### src/rtl/exception_vector_fetch_pkg.sv
// Shared exception definitions: cause codes, FSM states and the default vector base.
// Also imported by the address mux and the control unit.
package exception_vector_fetch_pkg;

    localparam logic [31:0] VEC_BASE_DEFAULT = 32'h253;

    localparam logic [1:0] CAUSE_NONE = 2'd0;
    localparam logic [1:0] CAUSE_OVF  = 2'd1;
    localparam logic [1:0] CAUSE_DIVZ = 2'd2;
    localparam logic [1:0] CAUSE_OPC  = 2'd3;

    typedef enum logic [1:0] {
        StIdle   = 2'd0,
        StReq    = 2'd1,
        StWait   = 2'd2,
        StCommit = 2'd3
    } state_e;

    // Cause k lives at base + k - 1.
    function automatic logic [31:0] vec_addr(input logic [31:0] base, input logic [1:0] code);
        return base + {30'b0, code} - 32'd1;
    endfunction

endpackage

### src/rtl/exception_vector_fetch_exc_priority_encoder.sv
// Combinational 3-request to 2-bit cause encoder; overflow > div_zero > bad_opcode.
module exc_priority_encoder
    import exception_vector_fetch_pkg::*;
(
    input  logic       overflow,
    input  logic       div_zero,
    input  logic       bad_opcode,
    output logic [1:0] cause,
    output logic       valid
);

    always_comb begin
        cause = CAUSE_NONE;
        if (overflow) begin
            cause = CAUSE_OVF;
        end else if (div_zero) begin
            cause = CAUSE_DIVZ;
        end else if (bad_opcode) begin
            cause = CAUSE_OPC;
        end
    end

    assign valid = overflow | div_zero | bad_opcode;

endmodule

### src/rtl/exception_vector_fetch.sv
// Exception front-end: latches cause/EPC, reads the vector byte from memory and
// writes the zero-extended handler address into the PC.
module exception_vector_fetch
    import exception_vector_fetch_pkg::*;
#(
    parameter logic [31:0] VEC_BASE    = VEC_BASE_DEFAULT,
    parameter int unsigned MEM_LATENCY = 1
) (
    input  logic        clk,
    input  logic        reset_n,
    input  logic        overflow,
    input  logic        div_zero,
    input  logic        bad_opcode,
    input  logic [31:0] pc_in,
    input  logic [31:0] mem_rdata,
    output logic [31:0] mem_addr,
    output logic        mem_rd,
    output logic [31:0] epc_out,
    output logic        epc_we,
    output logic [31:0] pc_out,
    output logic        pc_we,
    output logic [1:0]  cause,
    output logic        busy
);

    localparam logic [3:0] WAIT_LOAD = 4'(MEM_LATENCY - 1);

    state_e      r_state;
    logic [3:0]  r_wait_cnt;
    logic [31:0] r_mem_addr;
    logic        r_mem_rd;
    logic [31:0] r_epc;
    logic        r_epc_we;
    logic [31:0] r_pc;
    logic        r_pc_we;
    logic [1:0]  r_cause;
    logic        r_busy;

    logic [1:0]  w_code;
    logic        w_req;
    logic        w_unused_rdata;

    assign w_unused_rdata = ^mem_rdata[23:0];

    exc_priority_encoder u_enc (
        .overflow   (overflow),
        .div_zero   (div_zero),
        .bad_opcode (bad_opcode),
        .cause      (w_code),
        .valid      (w_req)
    );

    always_ff @(posedge clk or negedge reset_n) begin
        if (!reset_n) begin
            r_state    <= StIdle;
            r_wait_cnt <= 4'd0;
            r_mem_addr <= 32'd0;
            r_mem_rd   <= 1'b0;
            r_epc      <= 32'd0;
            r_epc_we   <= 1'b0;
            r_pc       <= 32'd0;
            r_pc_we    <= 1'b0;
            r_cause    <= CAUSE_NONE;
            r_busy     <= 1'b0;
        end else begin
            unique case (r_state)
                StIdle: begin
                    if (w_req) begin
                        r_cause    <= w_code;
                        r_epc      <= pc_in - 32'd4;
                        r_mem_addr <= vec_addr(VEC_BASE, w_code);
                        r_busy     <= 1'b1;
                        // Strobes are registered so they appear during the REQ cycle.
                        r_mem_rd   <= 1'b1;
                        r_epc_we   <= 1'b1;
                        r_state    <= StReq;
                    end
                end
                StReq: begin
                    r_mem_rd   <= 1'b0;
                    r_epc_we   <= 1'b0;
                    r_wait_cnt <= WAIT_LOAD;
                    r_state    <= StWait;
                end
                StWait: begin
                    if (r_wait_cnt == 4'd0) begin
                        r_pc    <= {24'b0, mem_rdata[31:24]};
                        r_pc_we <= 1'b1;
                        r_state <= StCommit;
                    end else begin
                        r_wait_cnt <= r_wait_cnt - 4'd1;
                    end
                end
                StCommit: begin
                    r_pc_we <= 1'b0;
                    r_busy  <= 1'b0;
                    r_state <= StIdle;
                end
                default: r_state <= StIdle;
            endcase
        end
    end

    assign mem_addr = r_mem_addr;
    assign mem_rd   = r_mem_rd;
    assign epc_out  = r_epc;
    assign epc_we   = r_epc_we;
    assign pc_out   = r_pc;
    assign pc_we    = r_pc_we;
    assign cause    = r_cause;
    assign busy     = r_busy;

endmodule

### config.mk
export PLATFORM = sky130hd
export DESIGN_NAME = exception_vector_fetch
export DESIGN_NICKNAME = d
export VERILOG_FILES = /design/src/rtl/exception_vector_fetch_pkg.sv /design/src/rtl/exception_vector_fetch_exc_priority_encoder.sv /design/src/rtl/exception_vector_fetch.sv
export SDC_FILE = /design/constraint.sdc
export NUM_CORES = 1
export LEC_CHECK = 0
export BUFFER_PORTS_ARGS = -buffer_cell sky130_fd_sc_hd__buf_2
export CAP_MARGIN = 15
export CORE_MARGIN = 1
export CORE_UTILIZATION = 45
export CTS_CLUSTER_DIAMETER = 120
export DETAILED_ROUTE_END_ITERATION = 10
export PLACE_DENSITY = 0.81
export REMOVE_ABC_BUFFERS = 1
export SYNTH_ARGS = -nofsm -noshare
export SYNTH_HDL_FRONTEND = slang
export SYNTH_SLANG_ARGS = --single-unit
### constraint.sdc
create_clock -name clk -period 2 [get_ports clk]
set_input_delay 0 -clock clk [delete_from_list [all_inputs] [get_ports clk]]
set_output_delay 0 -clock clk [all_outputs]
set_load 0.02 [all_outputs]
Word level (Yosys, flattened, before mapping)
Index checks and enable logic that the tools add are counted.
Widths: inputs -> output; s select.
{"block": "classes", "addsub": 4, "multipliers": 0, "div_mod_pow": 0, "n_lt_le_gt_ge": 0, "eq_ne": 6, "shift": 0, "n_mux": 13, "n_bitwise": 2, "n_reduce_logical": 13}
{"op": "$sub 32x3->32 const B", "n": 1}
{"op": "$reduce_and 2->1", "n": 7}
{"op": "$sub 11x1->12 const B", "n": 1}
{"op": "$add 10x2->11 const A", "n": 1}
{"op": "$mux 2", "n": 5}
{"op": "$pmux 2 s4", "n": 1}
{"op": "$pmux 4 s2", "n": 1}
{"op": "$reduce_bool 2->1", "n": 4}
{"op": "$pmux 1 s2", "n": 3}
{"op": "$eq 2x2->1 const B", "n": 2}
{"op": "$logic_not 4->1", "n": 1}
{"op": "$mux 4", "n": 1}
{"op": "$ne 2x2->1 const B", "n": 2}
{"op": "$sub 4x1->4 const B", "n": 1}
{"op": "$eq 2x1->1 const B", "n": 1}
{"op": "$logic_not 2->1", "n": 1}
{"op": "$mux 1", "n": 2}
{"op": "$ne 2x1->1 const B", "n": 1}
{"op": "$or 1x1->1", "n": 2}
{"block": "word_totals", "regBits": 83, "latchBits": 0, "ram_bits": 0, "rom_bits": 0, "in_bits": 69, "output_inout_bits": 102, "wordCells": 47, "mem_count": 0}

Depth between registers and ports, before layout
{"block": "depth", "depth_word": 5, "depth_mapped": 7, "ltp_nobuf": 6}

By module
A second synthesis with hierarchy kept.
{"block": "unflattened", "hier_cells": 325, "area_unflattened_um2": 3170.5}
{"module": "exception_vector_fetch", "instances": 1, "cells_each": 320, "area_per_inst_um2": 3144.3, "seq_area_each_um2": 1326.3}
{"module": "exc_priority_encoder", "instances": 1, "cells_each": 5, "area_per_inst_um2": 26.3, "seq_area_each_um2": 0.0}

Worst setup path after synthesis
Ideal clock, no wire load.
{"block": "synth_path", "path_type": "register to register", "start": "reg r_state[0]", "end": "reg r_pc[0], in the netlist pc_out[0]", "setup_time_ns": 0.125, "t_arrival_ns": 1.716, "required_time_ns": 1.875, "slack_ns": 0.159, "stages_incl_launch_ff": 6, "n_path_buf": 1, "synth_period_minus_slack_ns": 1.841, "cell_sequence": "dfrtp_1 > inv_1 > ha_1 > nor4b_1 > clkbuf_1 > mux2_2"}
{"block": "synth_via", "elab_chain_cells": 2}
{"item": "from (decl)", "line_no": "exception_vector_fetch.sv:28", "text": "state_e r_state;"}
{"item": "from (signal assigned)", "line_no": "exception_vector_fetch.sv:55", "text": "r_state <= StIdle;"}
{"item": "from (signal assigned)", "line_no": "exception_vector_fetch.sv:76", "text": "r_state <= StReq;"}
{"item": "from (signal assigned)", "line_no": "exception_vector_fetch.sv:83", "text": "r_state <= StWait;"}
{"item": "$eq 2x2->1", "line_no": "exception_vector_fetch.sv:66", "text": "unique case (r_state)"}
{"item": "$reduce_and 2->1 (no line)"}
{"item": "to (signal assigned)", "line_no": "exception_vector_fetch.sv:87", "text": "r_pc <= {24'b0, mem_rdata[31:24]};"}
{"item": "to (decl)", "line_no": "exception_vector_fetch.sv:34", "text": "logic [31:0] r_pc;"}
No other way between the ends.
A chain may end at the register's enable or synchronous reset.

Worst setup path after layout
{"block": "layout_path", "start": "in pc_in[5]", "end": "reg r_epc[23], in the netlist epc_out[23]"}
{"block": "layout_via", "elab_chain_cells": 1}
{"item": "from (decl)", "line_no": "exception_vector_fetch.sv:14", "text": "input logic [31:0] pc_in,"}
{"item": "$sub 32x3->32", "line_no": "exception_vector_fetch.sv:70", "text": "r_epc <= pc_in - 32'd4;"}
{"item": "to (signal assigned)", "line_no": "exception_vector_fetch.sv:70"}
{"item": "to (decl)", "line_no": "exception_vector_fetch.sv:32", "text": "logic [31:0] r_epc;"}
No other way between the ends.

==> results.json <==
{
  "drtAntennaViolNets": 0,
  "skew_ns": 0.002471,
  "async_flop_share_pct": 100.0,
  "critPathRequiredTime_ns": 2.23,
  "num_vias": 2723,
  "htreeDepth": 2,
  "wire_per_inst_um": 12.80,
  "fin_area_mm2": 0.003945,
  "period_needed_ns": 1.960,
  "clkSinkCount": 53,
  "synth_seq_area_share_pct": 42.06,
  "grt_max_degree": 29,
  "irDropWorstVdd_v": 0.0005279,
  "reg2reg_depth": 5,
  "layout.nets": 536,
  "cellLeakagePower_nw": 1.843,
  "crit_type": "in -> reg",
  "rows": 30,
  "r2r_slack_ns": 0.18,
  "grt_overflow_total": 0,
  "grt_pass1_vias": 2510,
  "ys_ff_latch": 53,
  "fin_hold_ws_ns": 0.01006,
  "max-slew-margin-rel_pct": 57.34,
  "fill_cells": 624,
  "diodes": 0,
  "place_hpwl_um": 5202,
  "critPathArrivalTime_ns": 2.19,
  "area_growth_syn_to_layout_pct": 25.12,
  "cap_viol_max_count": 0,
  "core_area_mm2": 0.006794,
  "initial_core_util_pct": 46.41,
  "yosysUniqueCellTypes": 46,
  "routed_wl_um": 7119,
  "antenna_found_initial": 0,
  "max_freq_mhz": 510.2,
  "grt_pass1_wl_um": 11510,
  "die_area_mm2": 0.007345,
  "synth_top_area_share_pct": 42.06,
  "globalplace.congestion": 0.8764,
  "startpoint_type": "input port",
  "rsz0062_at_grt": "yes",
  "yosysTopAreaCell": "dfrtp_1",
  "cp-startpoint": "pc_in[5]",
  "cts_tree": "yes",
  "place_area_mm2": 0.003621,
  "firstDrtPassIters": 4,
  "drc_errors": 0,
  "setup_viol": 0,
  "crit_fanout": 8,
  "post-route-period-util_pct": 98.01,
  "synth_area_per_cell_um2": 9.384,
  "synthCells": 336,
  "syn_area_mm2": 0.003153,
  "worst_pin_slew_ns": 0.6398,
  "yosysWarnings": 0,
  "grt_use_total_pct": 19.47,
  "io_buffers": 96,
  "io_pins": 171,
  "crit_path_end": "epc_out[23]$_DFFE_PN0P_",
  "synth-edff-count": 0,
  "synth.area.top_cells": "dfrtp_1 (42%), buf_4 (13%), nand2_1 (3.8%), nor2_1 (3.3%), mux2_2 (3.2%)",
  "clk_latency_ns": 0.30,
  "numCtsBuffers": 5,
  "drive_gt1_share_pct": 30.65,
  "min_path_type": "in -> reg",
  "reg2reg_to": "pc_out[3]$_DFFE_PN0P_",
  "fp.dieH_um": 85.71,
  "drt_iter0_drc": 105,
  "outcome": "complete, no violations",
  "powerDensity_mw_per_mm2": 1277,
  "critPathCaptureType": "flop",
  "vias_per_cell": 4.897,
  "finalMaxSlewViolations": 0,
  "ys.flop_type": "dfrtp_1",
  "worstReg2RegStart": "r_state[0]$_DFFE_PN0P_",
  "cts_root_buf": "clkbuf_8",
  "finalHoldViolCount": 0,
  "clockBufferDepth": 2,
  "chipWidth_um": 85.71,
  "clkTransAtPathRegs_ns": 0.09,
  "cts_setup_buffers": 0
}
-- worst max-delay path, stage by stage --
cell	delay (ns)
dlygate4sd3_1	0.54
buf_2	0.15
or4_1	0.52
or3_4	0.40
or4_1	0.42
a31oi_1	0.16
-- cells by family (layout without fill, tap and decap cells) --
| group | count (synthesis) | in the layout | synth area share, % |
|---|---|---|---|
| compound gates | 60 | 60 | 12.50 |
| xor+xnor | 11 | 11 | 3.056 |
| fa+ha+maj | 8 | 8 | 3.175 |
| buf+inv | 75 | 150 | 16.11 |
| flops | 53 | 53 | 42.06 |
| mux | 9 | 9 | 3.214 |
| other cells | 1 | 50 | 0.1189 |
| simple gates | 119 | 119 | 19.76 |
-- power by group --
part / switching (W) / internal, W / total (W)
clock network: 0.000365 / 0.000249 / 0.000614
registers: 0.000260 / 0.00156 / 0.00182
logic: 0.00163 / 0.000974 / 0.00260
-- cell type report --
type / instances / area (um2) / share of cell area [%]
Clock buffer: 5 / 68.82 / 1.744
Clock inverter: 3 / 21.27 / 0.5392
Inverter: 9 / 33.78 / 0.8563
Multi-Input combinational cell: 257 / 1536 / 38.95
Sequential cell: 53 / 1326 / 33.62
Tap cell: 96 / 120.1 / 3.045
Timing Repair Buffer: 133 / 838.3 / 21.25
-- routing by layer --
metal  share of wire (%)  GRT usage, %
met5                   0             0
met4                 1.0         5.000
met3                 4.0         2.984
met2                  51         35.27
met1                  44         24.22
-- cells in the mapped netlist (all sizes together), types with 2 or more instances --
cell type  number
or3             5
o21a            2
or2             2
clkbuf          8
and2            3
or4            14
a21oi           4
buf            58
mux2            9
nor4            7
nand4           3
inv             9
ha              8
xor2            3
nand3          10
o41ai           2
a221o           2
a31oi          10
xnor2           8
o211ai          3
dfrtp          53
o21ai          20
nor3            7
or4b            3
nor3b           2
nand2          32
nor2           28
o31ai           9
nor4b           2
-- registers in the layout, summed over array words and instances, names as in the netlist --
name,flops
r_wait_cnt,4
pc_we,1
mem_addr,4
r_state,2
pc_out,8
epc_we,1
epc_out,32
busy,1
-- worst min path at each step --
stage | startpoint | end | slack [ns] | cells past startpoint
after detailed placement | reset_n | epc_we$_DFFE_PN0P_ | 0.06 | 1
final | pc_in[18] | epc_out[18]$_DFFE_PN0P_ | 0.01 | 3
after CTS | pc_in[18] | epc_out[18]$_DFFE_PN0P_ | 0.003 | 3
after global placement | reset_n | busy$_DFFE_PN0P_ | 0.06 | 1
after global routing | pc_in[18] | epc_out[18]$_DFFE_PN0P_ | 0.02 | 3
after floorplan | reset_n | busy$_DFFE_PN0P_ | -0.30 | 0
-- through the flow --
step | power, W | worst slack, ns | utilization (%) | instances | TNS (ns)
final | 0.005038 | 0.03988 | 58.07 | 556 | 0
after detailed placement | 0.004416 | 0.1346 | 53.30 | 526 | 0
after floorplan | 0.003447 | -0.7888 | - | 319 | -19.83
after global placement | 0.004338 | 0.1633 | 53.30 | 526 | 0
after global routing | 0.005429 | 0.003809 | 58.07 | 556 | 0
after CTS | 0.005067 | 0.004012 | 57.86 | 556 | 0
-- placed cells by master, fill, tap and decap left out, types with 3 or more instances in the layout --
cell type | synthesis | routed
nand3_1 | 10 | 10
nor2_1 | 28 | 28
nor4_1 | 6 | 5
mux2_2 | 9 | 9
nor3_1 | 7 | 7
buf_2 | 1 | 96
dlygate4sd3_1 | 0 | 22
a21oi_1 | 4 | 4
ha_1 | 8 | 7
o211ai_1 | 3 | 3
buf_4 | 55 | 13
or4_1 | 12 | 12
o21ai_0 | 20 | 20
o31ai_1 | 9 | 8
xor2_1 | 3 | 3
xnor2_1 | 8 | 8
conb_1 | 1 | 50
or3_1 | 5 | 4
or4b_2 | 3 | 3
nand4_1 | 3 | 3
a31oi_1 | 10 | 10
inv_1 | 9 | 9
dfrtp_1 | 53 | 53
clkbuf_8 | 1 | 5
and2_1 | 3 | 3
nand2_1 | 32 | 32
-- timing repair --
item | 4_1_cts | 5_1_grt
hold buffers | 22 | 0
endpoints found under the hold margin | 46 | 0
resized for setup | 0 | 3
setup endpoints to repair | 0 | 7
(Power assumes the default switching activity.)
